`config.mk`:
```
export PLATFORM = sky130hd
export DESIGN_NAME = frame_pixel_streamer_flat
export DESIGN_NICKNAME = d
export VERILOG_FILES = /design/src/rtl/frame_pixel_streamer_if.sv /design/src/rtl/frame_pixel_streamer.sv /design/src/flat_wrapper.sv
export SDC_FILE = /design/constraint.sdc
export NUM_CORES = 1
export LEC_CHECK = 0
export CAP_MARGIN = 20
export CELL_PAD_IN_SITES_DETAIL_PLACEMENT = 1
export CELL_PAD_IN_SITES_GLOBAL_PLACEMENT = 2
export CORE_MARGIN = 2
export CORE_UTILIZATION = 25
export DETAILED_ROUTE_END_ITERATION = 8
export HOLD_SLACK_MARGIN = 0.05
export PLACE_DENSITY_LB_ADDON = 0.1
export SLEW_MARGIN = 40
export SYNTH_ARGS = -nofsm -noshare
export SYNTH_HDL_FRONTEND = slang
export SYNTH_SLANG_ARGS = --single-unit
```
`constraint.sdc`:
```
create_clock -name clk -period 6.47 [get_ports clk]
set_input_delay 0.9705 -clock clk [delete_from_list [all_inputs] [get_ports clk]]
set_output_delay 0.9705 -clock clk [all_outputs]
set_load 0.01 [all_outputs]
```
`src/rtl/frame_pixel_streamer_if.sv`:
```
// Pixel streamer bus: frame RAM read port, pixel stream with framing markers, and control.
// The master side is the streamer; the slave side is the RAM/downstream/controller environment.
interface frame_pixel_streamer_if #(
  parameter int IMG_WIDTH  = 64,
  parameter int IMG_HEIGHT = 64,
  parameter int DATA_WIDTH = 8,
  parameter int ADDR_WIDTH = 12
);
  logic                          start;
  logic                          stall;
  logic                          mem_rd_en;
  logic [ADDR_WIDTH-1:0]         mem_addr;
  logic [DATA_WIDTH-1:0]         mem_rd_data;
  logic [DATA_WIDTH-1:0]         data_out;
  logic                          data_enable;
  logic                          sof;
  logic                          eol;
  logic                          eof;
  logic [$clog2(IMG_HEIGHT)-1:0] row;
  logic [$clog2(IMG_WIDTH)-1:0]  col;
  logic                          window_valid;
  logic                          busy;
  logic                          done;

  modport master (
    input  start, stall, mem_rd_data,
    output mem_rd_en, mem_addr, data_out, data_enable, sof, eol, eof,
           row, col, window_valid, busy, done
  );

  modport slave (
    output start, stall, mem_rd_data,
    input  mem_rd_en, mem_addr, data_out, data_enable, sof, eol, eof,
           row, col, window_valid, busy, done
  );
endinterface

```
`src/rtl/frame_pixel_streamer.sv`:
```
// Streams a frame from a 1-cycle-latency RAM as raster pixels with sof/eol/eof,
// row/col position and 7x7 window_valid; downstream stall pauses without loss.
module frame_pixel_streamer #(
  parameter int IMG_WIDTH  = 64,
  parameter int IMG_HEIGHT = 64,
  parameter int DATA_WIDTH = 8,
  parameter int ADDR_WIDTH = 12,
  parameter int WIN        = 7
) (
  input  logic                    clk,
  input  logic                    reset,
  frame_pixel_streamer_if.master  strm_io
);
  localparam int ROW_W = $clog2(IMG_HEIGHT);
  localparam int COL_W = $clog2(IMG_WIDTH);

  localparam logic [1:0] S_IDLE  = 2'd0;
  localparam logic [1:0] S_READ  = 2'd1;
  localparam logic [1:0] S_DRAIN = 2'd2;
  localparam logic [1:0] S_DONE  = 2'd3;

  localparam logic [ADDR_WIDTH-1:0] LAST_ADDR = ADDR_WIDTH'(IMG_WIDTH * IMG_HEIGHT - 1);
  localparam logic [COL_W-1:0]      LAST_COL  = COL_W'(IMG_WIDTH - 1);
  localparam logic [ROW_W-1:0]      LAST_ROW  = ROW_W'(IMG_HEIGHT - 1);
  localparam logic [COL_W-1:0]      WIN_COL   = COL_W'(WIN - 1);
  localparam logic [ROW_W-1:0]      WIN_ROW   = ROW_W'(WIN - 1);

  logic [1:0]            state_q;
  logic [ADDR_WIDTH-1:0] rd_addr_q;
  logic [ADDR_WIDTH-1:0] mem_addr_q;
  logic                  mem_rd_en_q;
  logic                  rd_pending_q;
  // Two entries: a stall can catch both the returning read and the one issued just before it.
  logic [DATA_WIDTH-1:0] hold_q [2];
  logic [1:0]            hold_cnt_q;
  logic [DATA_WIDTH-1:0] data_q;
  logic                  de_q, sof_q, eol_q, eof_q, wv_q, busy_q, done_q;
  logic [ROW_W-1:0]      row_q, nrow_q;
  logic [COL_W-1:0]      col_q, ncol_q;

  logic                  issue_d, pop_d, direct_d, push_d, emit_d, last_pix_d;
  logic [DATA_WIDTH-1:0] pix_d;

  assign issue_d    = (state_q == S_READ) && !strm_io.stall && (hold_cnt_q == 2'd0);
  assign pop_d      = !strm_io.stall && (hold_cnt_q != 2'd0);
  assign direct_d   = !strm_io.stall && (hold_cnt_q == 2'd0) && rd_pending_q;
  assign push_d     = rd_pending_q && !direct_d;
  assign emit_d     = pop_d || direct_d;
  assign pix_d      = pop_d ? hold_q[0] : strm_io.mem_rd_data;
  assign last_pix_d = (nrow_q == LAST_ROW) && (ncol_q == LAST_COL);

  always_ff @(posedge clk) begin
    if (reset) begin
      state_q      <= S_IDLE;
      rd_addr_q    <= '0;
      mem_addr_q   <= '0;
      mem_rd_en_q  <= 1'b0;
      rd_pending_q <= 1'b0;
      hold_q[0]    <= '0;
      hold_q[1]    <= '0;
      hold_cnt_q   <= 2'd0;
      data_q       <= '0;
      de_q         <= 1'b0;
      sof_q        <= 1'b0;
      eol_q        <= 1'b0;
      eof_q        <= 1'b0;
      wv_q         <= 1'b0;
      busy_q       <= 1'b0;
      done_q       <= 1'b0;
      row_q        <= '0;
      col_q        <= '0;
      nrow_q       <= '0;
      ncol_q       <= '0;
    end else begin
      done_q       <= (state_q == S_DONE);
      mem_rd_en_q  <= issue_d;
      rd_pending_q <= mem_rd_en_q;
      if (issue_d) begin
        mem_addr_q <= rd_addr_q;
        rd_addr_q  <= rd_addr_q + 1'b1;
      end

      if (push_d && pop_d) begin
        if (hold_cnt_q == 2'd1) begin
          hold_q[0] <= strm_io.mem_rd_data;
        end else begin
          hold_q[0] <= hold_q[1];
          hold_q[1] <= strm_io.mem_rd_data;
        end
      end else if (pop_d) begin
        hold_q[0]  <= hold_q[1];
        hold_cnt_q <= hold_cnt_q - 2'd1;
      end else if (push_d) begin
        if (hold_cnt_q == 2'd0) hold_q[0] <= strm_io.mem_rd_data;
        else                    hold_q[1] <= strm_io.mem_rd_data;
        hold_cnt_q <= hold_cnt_q + 2'd1;
      end

      de_q <= emit_d;
      if (emit_d) begin
        data_q <= pix_d;
        row_q  <= nrow_q;
        col_q  <= ncol_q;
        sof_q  <= (nrow_q == '0) && (ncol_q == '0);
        eol_q  <= (ncol_q == LAST_COL);
        eof_q  <= last_pix_d;
        wv_q   <= (nrow_q >= WIN_ROW) && (ncol_q >= WIN_COL);
        if (ncol_q == LAST_COL) begin
          ncol_q <= '0;
          nrow_q <= nrow_q + 1'b1;
        end else begin
          ncol_q <= ncol_q + 1'b1;
        end
      end else begin
        sof_q <= 1'b0;
        eol_q <= 1'b0;
        eof_q <= 1'b0;
        wv_q  <= 1'b0;
      end

      case (state_q)
        S_IDLE: if (strm_io.start) begin
          state_q   <= S_READ;
          busy_q    <= 1'b1;
          rd_addr_q <= '0;
          nrow_q    <= '0;
          ncol_q    <= '0;
          row_q     <= '0;
          col_q     <= '0;
        end
        S_READ:  if (issue_d && (rd_addr_q == LAST_ADDR)) state_q <= S_DRAIN;
        S_DRAIN: if (emit_d && last_pix_d) state_q <= S_DONE;
        default: begin
          state_q <= S_IDLE;
          busy_q  <= 1'b0;
        end
      endcase
    end
  end

  assign strm_io.mem_rd_en    = mem_rd_en_q;
  assign strm_io.mem_addr     = mem_addr_q;
  assign strm_io.data_out     = data_q;
  assign strm_io.data_enable  = de_q;
  assign strm_io.sof          = sof_q;
  assign strm_io.eol          = eol_q;
  assign strm_io.eof          = eof_q;
  assign strm_io.row          = row_q;
  assign strm_io.col          = col_q;
  assign strm_io.window_valid = wv_q;
  assign strm_io.busy         = busy_q;
  assign strm_io.done         = done_q;
endmodule

```
`src/flat_wrapper.sv`:
```
// flat-port wrapper written by rule: the top's interface ports become plain ports
module frame_pixel_streamer_flat 
#(
  parameter int IMG_WIDTH  = 64,
  parameter int IMG_HEIGHT = 64,
  parameter int DATA_WIDTH = 8,
  parameter int ADDR_WIDTH = 12,
  parameter int WIN        = 7
)
  (clk, reset, strm_io_start, strm_io_stall, strm_io_mem_rd_data, strm_io_mem_rd_en, strm_io_mem_addr, strm_io_data_out, strm_io_data_enable, strm_io_sof, strm_io_eol, strm_io_eof, strm_io_row, strm_io_col, strm_io_window_valid, strm_io_busy, strm_io_done);
  frame_pixel_streamer_if #(.IMG_WIDTH(IMG_WIDTH), .IMG_HEIGHT(IMG_HEIGHT), .DATA_WIDTH(DATA_WIDTH), .ADDR_WIDTH(ADDR_WIDTH)) strm_io_i ();
  input  logic clk;
  input  logic reset;
  input wire logic [$bits(strm_io_i.start)-1:0] strm_io_start;
  input wire logic [$bits(strm_io_i.stall)-1:0] strm_io_stall;
  input wire logic [$bits(strm_io_i.mem_rd_data)-1:0] strm_io_mem_rd_data;
  output wire logic [$bits(strm_io_i.mem_rd_en)-1:0] strm_io_mem_rd_en;
  output wire logic [$bits(strm_io_i.mem_addr)-1:0] strm_io_mem_addr;
  output wire logic [$bits(strm_io_i.data_out)-1:0] strm_io_data_out;
  output wire logic [$bits(strm_io_i.data_enable)-1:0] strm_io_data_enable;
  output wire logic [$bits(strm_io_i.sof)-1:0] strm_io_sof;
  output wire logic [$bits(strm_io_i.eol)-1:0] strm_io_eol;
  output wire logic [$bits(strm_io_i.eof)-1:0] strm_io_eof;
  output wire logic [$bits(strm_io_i.row)-1:0] strm_io_row;
  output wire logic [$bits(strm_io_i.col)-1:0] strm_io_col;
  output wire logic [$bits(strm_io_i.window_valid)-1:0] strm_io_window_valid;
  output wire logic [$bits(strm_io_i.busy)-1:0] strm_io_busy;
  output wire logic [$bits(strm_io_i.done)-1:0] strm_io_done;
  assign strm_io_i.start = strm_io_start;
  assign strm_io_i.stall = strm_io_stall;
  assign strm_io_i.mem_rd_data = strm_io_mem_rd_data;
  assign strm_io_mem_rd_en = strm_io_i.mem_rd_en;
  assign strm_io_mem_addr = strm_io_i.mem_addr;
  assign strm_io_data_out = strm_io_i.data_out;
  assign strm_io_data_enable = strm_io_i.data_enable;
  assign strm_io_sof = strm_io_i.sof;
  assign strm_io_eol = strm_io_i.eol;
  assign strm_io_eof = strm_io_i.eof;
  assign strm_io_row = strm_io_i.row;
  assign strm_io_col = strm_io_i.col;
  assign strm_io_window_valid = strm_io_i.window_valid;
  assign strm_io_busy = strm_io_i.busy;
  assign strm_io_done = strm_io_i.done;
  frame_pixel_streamer #(.IMG_WIDTH(IMG_WIDTH), .IMG_HEIGHT(IMG_HEIGHT), .DATA_WIDTH(DATA_WIDTH), .ADDR_WIDTH(ADDR_WIDTH), .WIN(WIN)) u_core (.clk(clk), .reset(reset), .strm_io(strm_io_i));
endmodule
```
== Word-level counts from Yosys, hierarchy flattened ==
Memories as Yosys holds them, arrays and structs flattened.
Index checks and enable logic that the tools add are counted.

* Muxes and demuxes: 58
* Reduce and logical (&&, ||, !) cells: 26
* Add/subtract/negate cells: 5
* Eq/ne operators: 10
* Magnitude comparators: 2
* Bitwise operators: 9

{| class="wikitable"
|+ Operators by type and width
! operator !! count
|-
| 6-bit two-way mux || 14
|-
| 8-bit two-way mux || 7
|-
| 12-bit two-way mux || 3
|-
| 1-bit two-way mux || 27
|-
| 12-bit by 1-bit adder with 12-bit output, second input constant || 1
|-
| 6-bit by 1-bit adder with 6-bit output, second input constant || 2
|-
| 12-bit == test, second input constant || 1
|-
| 6-bit == test, second input constant || 2
|-
| 6-bit by 3-bit >= comparator with 1-bit output, second input constant || 2
|-
| 1-bit logical AND || 12
|-
| 6-bit logical NOT || 2
|-
| 2-bit two-way mux || 5
|-
| 1-bit OR || 6
|-
| 2-bit case mux with 3 select lines || 1
|-
| 2-bit by 1-bit == test with 1-bit output, second input constant || 2
|-
| 2-bit == test, second input constant || 2
|-
| 2-bit logical NOT || 2
|-
| 2-bit inequality test, second input constant || 2
|-
| 2-bit AND reduction || 2
|-
| 2-bit nonzero test || 2
|-
| 2-bit OR reduction || 2
|-
| 1-bit inverter || 3
|-
| 3-bit AND reduction || 1
|-
| 2-bit by 1-bit adder with 2-bit output, second input constant || 1
|-
| 5 further kinds || 6
|}

* Register bits: 69
* Word-level logic and storage cells: 129
* Bits of input ports: 12
* Memories kept: 1
* RAM bits: 16

{| class="wikitable"
|+ Memories
! name !! words !! width !! read ports !! clocked after memory_dff !! write ports !! RTL line !! source
|-
| u_core.hold_q || 2 || 8 || 2 || 0 || 2 || frame_pixel_streamer.sv:34 || <nowiki>logic [DATA_WIDTH-1:0] hold_q [2];</nowiki>
|}

== Depth between registers and ports, before layout ==
Gate-level depths: netlist of run 1.

* Depth in word-level cells: 13
* Gate-level depth with buffers: 11

== Worst setup path after synthesis of run 1 ==
OpenSTA, ideal clock, no wires.

* Path kind: input-to-reg
* Start: input port strm_io_stall
* End: memory u_core.hold_q[0][1] (data pin)
* Arrival time: 2.695 ns
* Cell stages on the path: 7
* Required time: 6.214 ns
* Path buffers: 1
* Setup slack: 3.519 ns
* Cell sequence: clkbuf_1 nor2_2 ha_1 and3b_1 o21ai_0 mux2_2 a22o_1

{| class="wikitable"
|+ RTL lines
! what !! RTL line !! source
|-
| start: declaration || flat_wrapper.sv:15 || <nowiki>input wire logic [$bits(strm_io_i.stall)-1:0] strm_io_stall;</nowiki>
|-
| end: declaration || frame_pixel_streamer.sv:34 ||
|}

==> flow_summary.ini, run 1 <==
[status]
outcome = complete, no violations

[sta]
max_freq_ghz = 0.271
slew_headroom_pct = 53.3
worst_slew_pin_slew_ns = 0.699
period_share_pct = 57.0
slew_violations = 0
hold_viol_final = 0
fin_tns_setup_ns = 0
period_minus_slack_ns = 3.69
setup_slack_ns = 2.78
rsz0062_at_grt = no
setup_viol = 0
worst_clock_skew_ns = 0.00582
holdWs_ns = 0.454

[floorplan]
row_count = 44
fp.dieW_um = 125
die_h_um = 125
coreArea_um2 = 14400
die_area_um2 = 15600
initial_core_util_pct = 25.4
io_pins = 52

[setup_path]
worst-setup-path-type = in -> reg
r2r_cells = 8
crit_family = simple AND/OR/NAND/NOR gates
crit_buf_inv = 1
crit_cells = 7
timing.rr.start = u_core.hold_cnt_q[0]
cp.required_ns = 6.56
crit_path_end_kind = flip-flop
cp-start-kind = input pin
path_max_fanout = 17
critical-path-max-stage-delay_ns = 0.77
crit_arrival_ns = 3.78
critical-path-slowest-cell = clkdlybuf4s50_1
rr_endpoint = u_core.hold_q[0][4]
r2r_slack_ns = 3.41
timing.critical_path.cells = clkdlybuf4s50_1, nor2_2, ha_1, and3b_1, o21ai_0, mux2_2, a22o_1

[pwr]
p_leak_nw = 1.60
ir_worst_vdd_uv = 128
power_density_nw_per_um2 = 336

[detailed_routing]
route.vias.total = 2860
drtPass1Iterations = 4
drc = 0
initialDrtViolationCount = 55
ant_nets = 0
wl_per_cell_um = 14.5
routed_wl_um = 9150
vias_per_cell = 4.54

[logic_synthesis]
yosysSeqAreaShare_pct = 51.0
yosys_warnings = 0
postSynthCellCount = 397
synth_edf_count = 16
synth_cell_types = 46
avgSynthCellArea_um2 = 9.19
synth_area_um2 = 3650
synth-async-reset-ratio_pct = 0
syn-num-nets = 425
synth_flop_cell = dfxtp_1
ys_ff_latch = 85

[cts]
cts_tree = built
htreeDepth = 3
numCtsBuffers = 9
cts.clk_slew.worst_paths_ns = 0.06
clkSinkCount = 85
cts_resized = 0
worstSkewPairLatency_ns = 0.34
cts_hold_buf = 0
cts.path.max_buffers = 2
cts_setup_buffers = 0
ctsRootBufferMaster = clkbuf_16

[min_path]
hold_depth = 2
hold_end = u_core.strm_io.col[0]
hp-class = reg -> reg
hp-start = u_core.strm_io.col[0]

[global_route]
track_usage_pct = 12.4
grt_overflow = 0
grt_max_degree = 34
grt-busiest-layer = met2
grt_pass1_vias = 2974
grt_use_met2_pct = 20.0
grt_antenna_before_repair = 0
use_met1_pct = 15.7
use_met3_pct = 3.18
grt_pass1_wl_um = 15300

[cells_and_area]
n_antenna_cell = 0
final_util_pct = 32.3
nFillCells = 1650
fin_nets = 471
drive_above_1_share_pct = 6.28
area_growth_syn_to_layout_pct = 27.1

[placed_design]
dpl_worst_slack_ns = 2.42
dp_hpwl_um = 6370
port_buffers = 51
globalplace.congestion = 0.732

[flow_run]
cap_violations = 0
[final cells by class]
class | count | area, um2 | area share, %
timing repair buffer | 54 | 533 | 11.5
clock buffer | 12 | 256 | 5.53
inverter | 13 | 48.8 | 1.05
sequential | 85 | 1860 | 40.2
tap | 184 | 230 | 4.97
clock inverter | 2 | 35.0 | 0.756
multi-input combinational | 280 | 1670 | 36.0
[tightest hold or removal path, delay by kind of cell (launching register included)]
family           cells  cell delay (ns)
flip-flops           1             0.30
AO/OA/AOI/OAI        1             0.05
AND/OR/NAND/NOR      1             0.05
[cell usage in the layout, fill, tap and decap left out, types with 2 or more instances in the layout]
cell	count
xor2_1	12
clkbuf_8	2
edfxtp_1	16
o21ai_0	13
and3_1	4
and2_1	2
inv_1	13
a21oi_1	31
a311oi_1	8
or2_2	2
nand3_1	3
mux2i_1	3
nand4_1	10
xnor2_1	9
nor2_2	2
a22o_1	6
dfxtp_1	69
buf_4	3
clkbuf_16	9
ha_1	16
nand2_1	74
nor2_1	40
nor2b_1	10
nor3_1	11
clkdlybuf4s50_1	51
and3b_1	2
[logic make-up after synthesis]
family | synth area share (%)
buffers and inverters | 3.36
multiplexers | 1.13
AO/OA/AOI/OAI | 11.3
AND/OR/NAND/NOR | 22.6
flip-flops | 51.0
XOR/XNOR | 5.04
adder cells (fa/ha/maj) | 5.49
[stage by stage]
step / instances / total power [W] / instance area (um2)
finish: 630 / 0.00155 / 4630
global route: 630 / 0.00167 / 4630
CTS: 630 / 0.00160 / 4630
detailed placement: 616 / 0.00106 / 4340
global placement: 616 / 0.00105 / 4340
floorplan: 397 / 0.000908 / 3650
[sequential cells by signal (all words and copies together), names as in the netlist]
register,flops
u_core.strm_io.eol,1
u_core.rd_addr_q,12
u_core.hold_cnt_q,2
u_core.strm_io.window_valid,1
u_core.ncol_q,6
u_core.state_q,2
u_core.strm_io.col,6
u_core.strm_io.mem_addr,12
u_core.strm_io.sof,1
u_core.strm_io.data_out,8
u_core.strm_io.busy,1
u_core.strm_io.mem_rd_en,1
u_core.strm_io.row,6
u_core.nrow_q,6
u_core.strm_io.eof,1
u_core.rd_pending_q,1
u_core.strm_io.done,1
u_core.hold_q,16
u_core.strm_io.data_enable,1
[worst max-delay path by stage]
stage                       start                   end  slack, ns
floorplan           strm_io_stall   u_core.hold_q[0][1]       3.52
detailed placement  strm_io_stall  u_core.hold_q[0][11]       2.42
global route        strm_io_stall   u_core.hold_q[0][0]       2.49
CTS                 strm_io_stall  u_core.hold_q[0][11]       2.78
finish              strm_io_stall   u_core.hold_q[0][4]       2.78
global placement    strm_io_stall  u_core.hold_q[0][13]       2.32
[routing by layer]
metal	part of all wire, %	vias to the layer above
li1	-	1441
met3	3.1	11
met4	1.8	0
met2	46	37
met1	49	1371
met5	0	-
[cell usage after synthesis, types with 2 or more instances]
library cell	number	area (um2)
mux2i_1	3	30.0
or2_2	2	12.5
and3_1	4	25.0
dfxtp_1	69	1380
o21ai_0	13	65.1
xnor2_1	9	78.8
nand4_1	10	62.6
a311oi_1	8	70.1
a21oi_1	31	155
and2_1	2	12.5
and3b_1	2	17.5
buf_2	2	10.0
xor2_1	12	105
ha_1	16	200
nand3_1	3	15.0
edfxtp_1	16	480
nor2b_1	10	62.6
nor2_1	41	154
nand2_1	74	278
inv_1	13	48.8
clkbuf_1	16	60.1
a21boi_0	2	15.0
a22o_1	6	52.6
nor3_1	11	55.1
[power breakdown]
part           internal (W)  switching (W)
Sequential         0.000601      0.0000321
Combinational      0.000151       0.000251
Clock              0.000315       0.000205
No activity file was read; power rests on OpenSTA's default activity.
==> run 2, diff against run 1 <==
- clock period: 6.47 -> 3.4 ns (I/O delays scaled with it)
==> flow_summary.ini, run 2 (synthesized netlist as in run 1, its figures left out) <==
[pwr]
switching_power_w = 0.000932
pwr-share-comb_pct = 26.3
power_density_nw_per_um2 = 639
p_leak_nw = 1.63
pwr-share-seq_pct = 40.3
p_int_w = 0.00206
ir_worst_vdd_uv = 264
switching_share_pct = 31.1
power_frac_clock_pct = 33.5

[cells_and_area]
n_antenna_cell = 0
fin_nets = 476
largest_register_ff_count = 16
final_common_cell = nand2_1
layout_common_cells = nand2_1 (74), dfxtp_1 (69), clkdlybuf4s50_1 (51)
final_util_pct = 32.6
drive_above_1_share_pct = 7.08
area_growth_syn_to_layout_pct = 28.4
largest_register = u_core.hold_q

[cts]
numCtsBuffers = 9
htreeDepth = 3
cts_hold_buf = 0
cts.clk_slew.worst_paths_ns = 0.06
worstSkewPairLatency_ns = 0.34
cts_setup_buffers = 0
cts.path.max_buffers = 2
ctsRootBufferMaster = clkbuf_16
cts_tree = built
clkSinkCount = 85
cts_resized = 0

[sta]
worst_slew_pin_slew_ns = 0.668
rsz0062_at_grt = no
setup_viol = 0
period_share_pct = 81.4
fin_tns_setup_ns = 0
worst_clock_skew_ns = 0.00647
slew_headroom_pct = 55.2
hold_viol_final = 0
max_freq_ghz = 0.361
period_minus_slack_ns = 2.77
slew_violations = 0

[setup_path]
critical-path-max-stage-delay_ns = 0.53
cp.required_ns = 3.47
timing.critical_path.cells = inv_1, ha_1, nand2b_1, and2_1, ha_1, and3b_1, o21ai_0, and2_0, nor2_1
worst-setup-path-type = reg -> reg
timing.rr.start = u_core.hold_cnt_q[0]
cp_common_cell = ha_1
path_max_fanout = 14
crit_path_end_kind = flip-flop
crit_arrival_ns = 2.84
critical-path-slowest-cell = and2_0
cp-start-kind = flip-flop
startpoint = u_core.hold_cnt_q[0]

[placed_design]
globalplace.congestion = 0.721
dp_hpwl_um = 6560
port_buffers = 51

[global_route]
grt_max_degree = 25
grt_pass1_wl_um = 15600
track_usage_pct = 12.5
grt_pass1_vias = 3050
grt_antenna_before_repair = 0
grt_overflow = 0

[floorplan]
die_h_um = 125
row_count = 44
coreArea_um2 = 14400
initial_core_util_pct = 25.4
io_pins = 52
fp.dieW_um = 125
die_area_um2 = 15600

[min_path]
hp-start = u_core.strm_io.col[1]
hp-class = reg -> reg

[detailed_routing]
initialDrtViolationCount = 90
wl_met1_um = 4640
ant_nets = 0
wl_met2_um = 4210
routed.top_layer = met4
drtPass1Iterations = 4
vias_per_cell = 4.52
routed_wl_um = 9250
drc = 0
route.vias.total = 2876
wl_per_cell_um = 14.6
dr_wl_met3_um = 236

[flow_run]
cap_violations = 0

[status]
outcome = complete, no violations
-- run 2: cell types whose count changed in the layout (fill, tap and decap cells not counted), sizes merged --
| cell | previous run | this run |
|---|---|---|
| buf | 3 | 8 |
| clkbuf | 12 | 13 |
-- run 2: layer usage --
layer  vias to the layer above  GRT usage [%]
li1                       1452              -
met1                      1377           16.6
met2                        36           19.9
met3                        11           2.15
met4                         0           5.55
met5                         -              0
-- run 2: per-stage QoR --
stage / hold WS (ns) / worst slack, ns / instance area [um2] / total power [W] / std cells
floorplan: 0.457 / 0.715 / 3650 / 0.00173 / 397
global placement: 0.443 / 0.529 / 4390 / 0.00203 / 621
detailed placement: 0.449 / 0.505 / 4390 / 0.00204 / 621
CTS: 0.458 / 0.613 / 4680 / 0.00306 / 636
global route: 0.489 / 0.337 / 4680 / 0.00319 / 636
finish: 0.455 / 0.632 / 4680 / 0.00299 / 636
-- run 2: final timing paths --
check,end,slack [ns],cells past startpoint
setup / recovery,u_core.hold_q[0][0],0.63,9
hold / removal,u_core.strm_io.col[1],0.45,2
setup reg to reg,u_core.hold_q[0][0],0.63,9
hold reg to reg,u_core.strm_io.col[1],0.45,2
-- run 2: power groups by stage --
stage	Clock (W)	Sequential [W]	Combinational (W)
3_3_place_gp	0	0.00123	0.000797
4_1_cts	0.00104	0.00121	0.000812
5_1_grt	0.00109	0.00122	0.000890
2_1_floorplan	0	0.00123	0.000494
3_5_place_dp	0	0.00123	0.000808
6_report	0.00100	0.00120	0.000786
-- run 2: layout make-up --
type | instances | area (um2)
flip-flops and latches | 85 | 1860
inverters | 13 | 48.8
clock buffers | 13 | 260
multi-input cells | 280 | 1670
fillers | 1612 | 9680
repair buffers | 59 | 583
clock inverters | 2 | 35.0
well taps | 184 | 230
-- run 2: critical path, delay by kind of cell, from the launching register on --
kind            cells  cell delay, ns
fa+ha+maj           2            0.57
simple gates        5            1.15
buf+inv             1            0.06
flops               1            0.38
compound gates      1            0.34
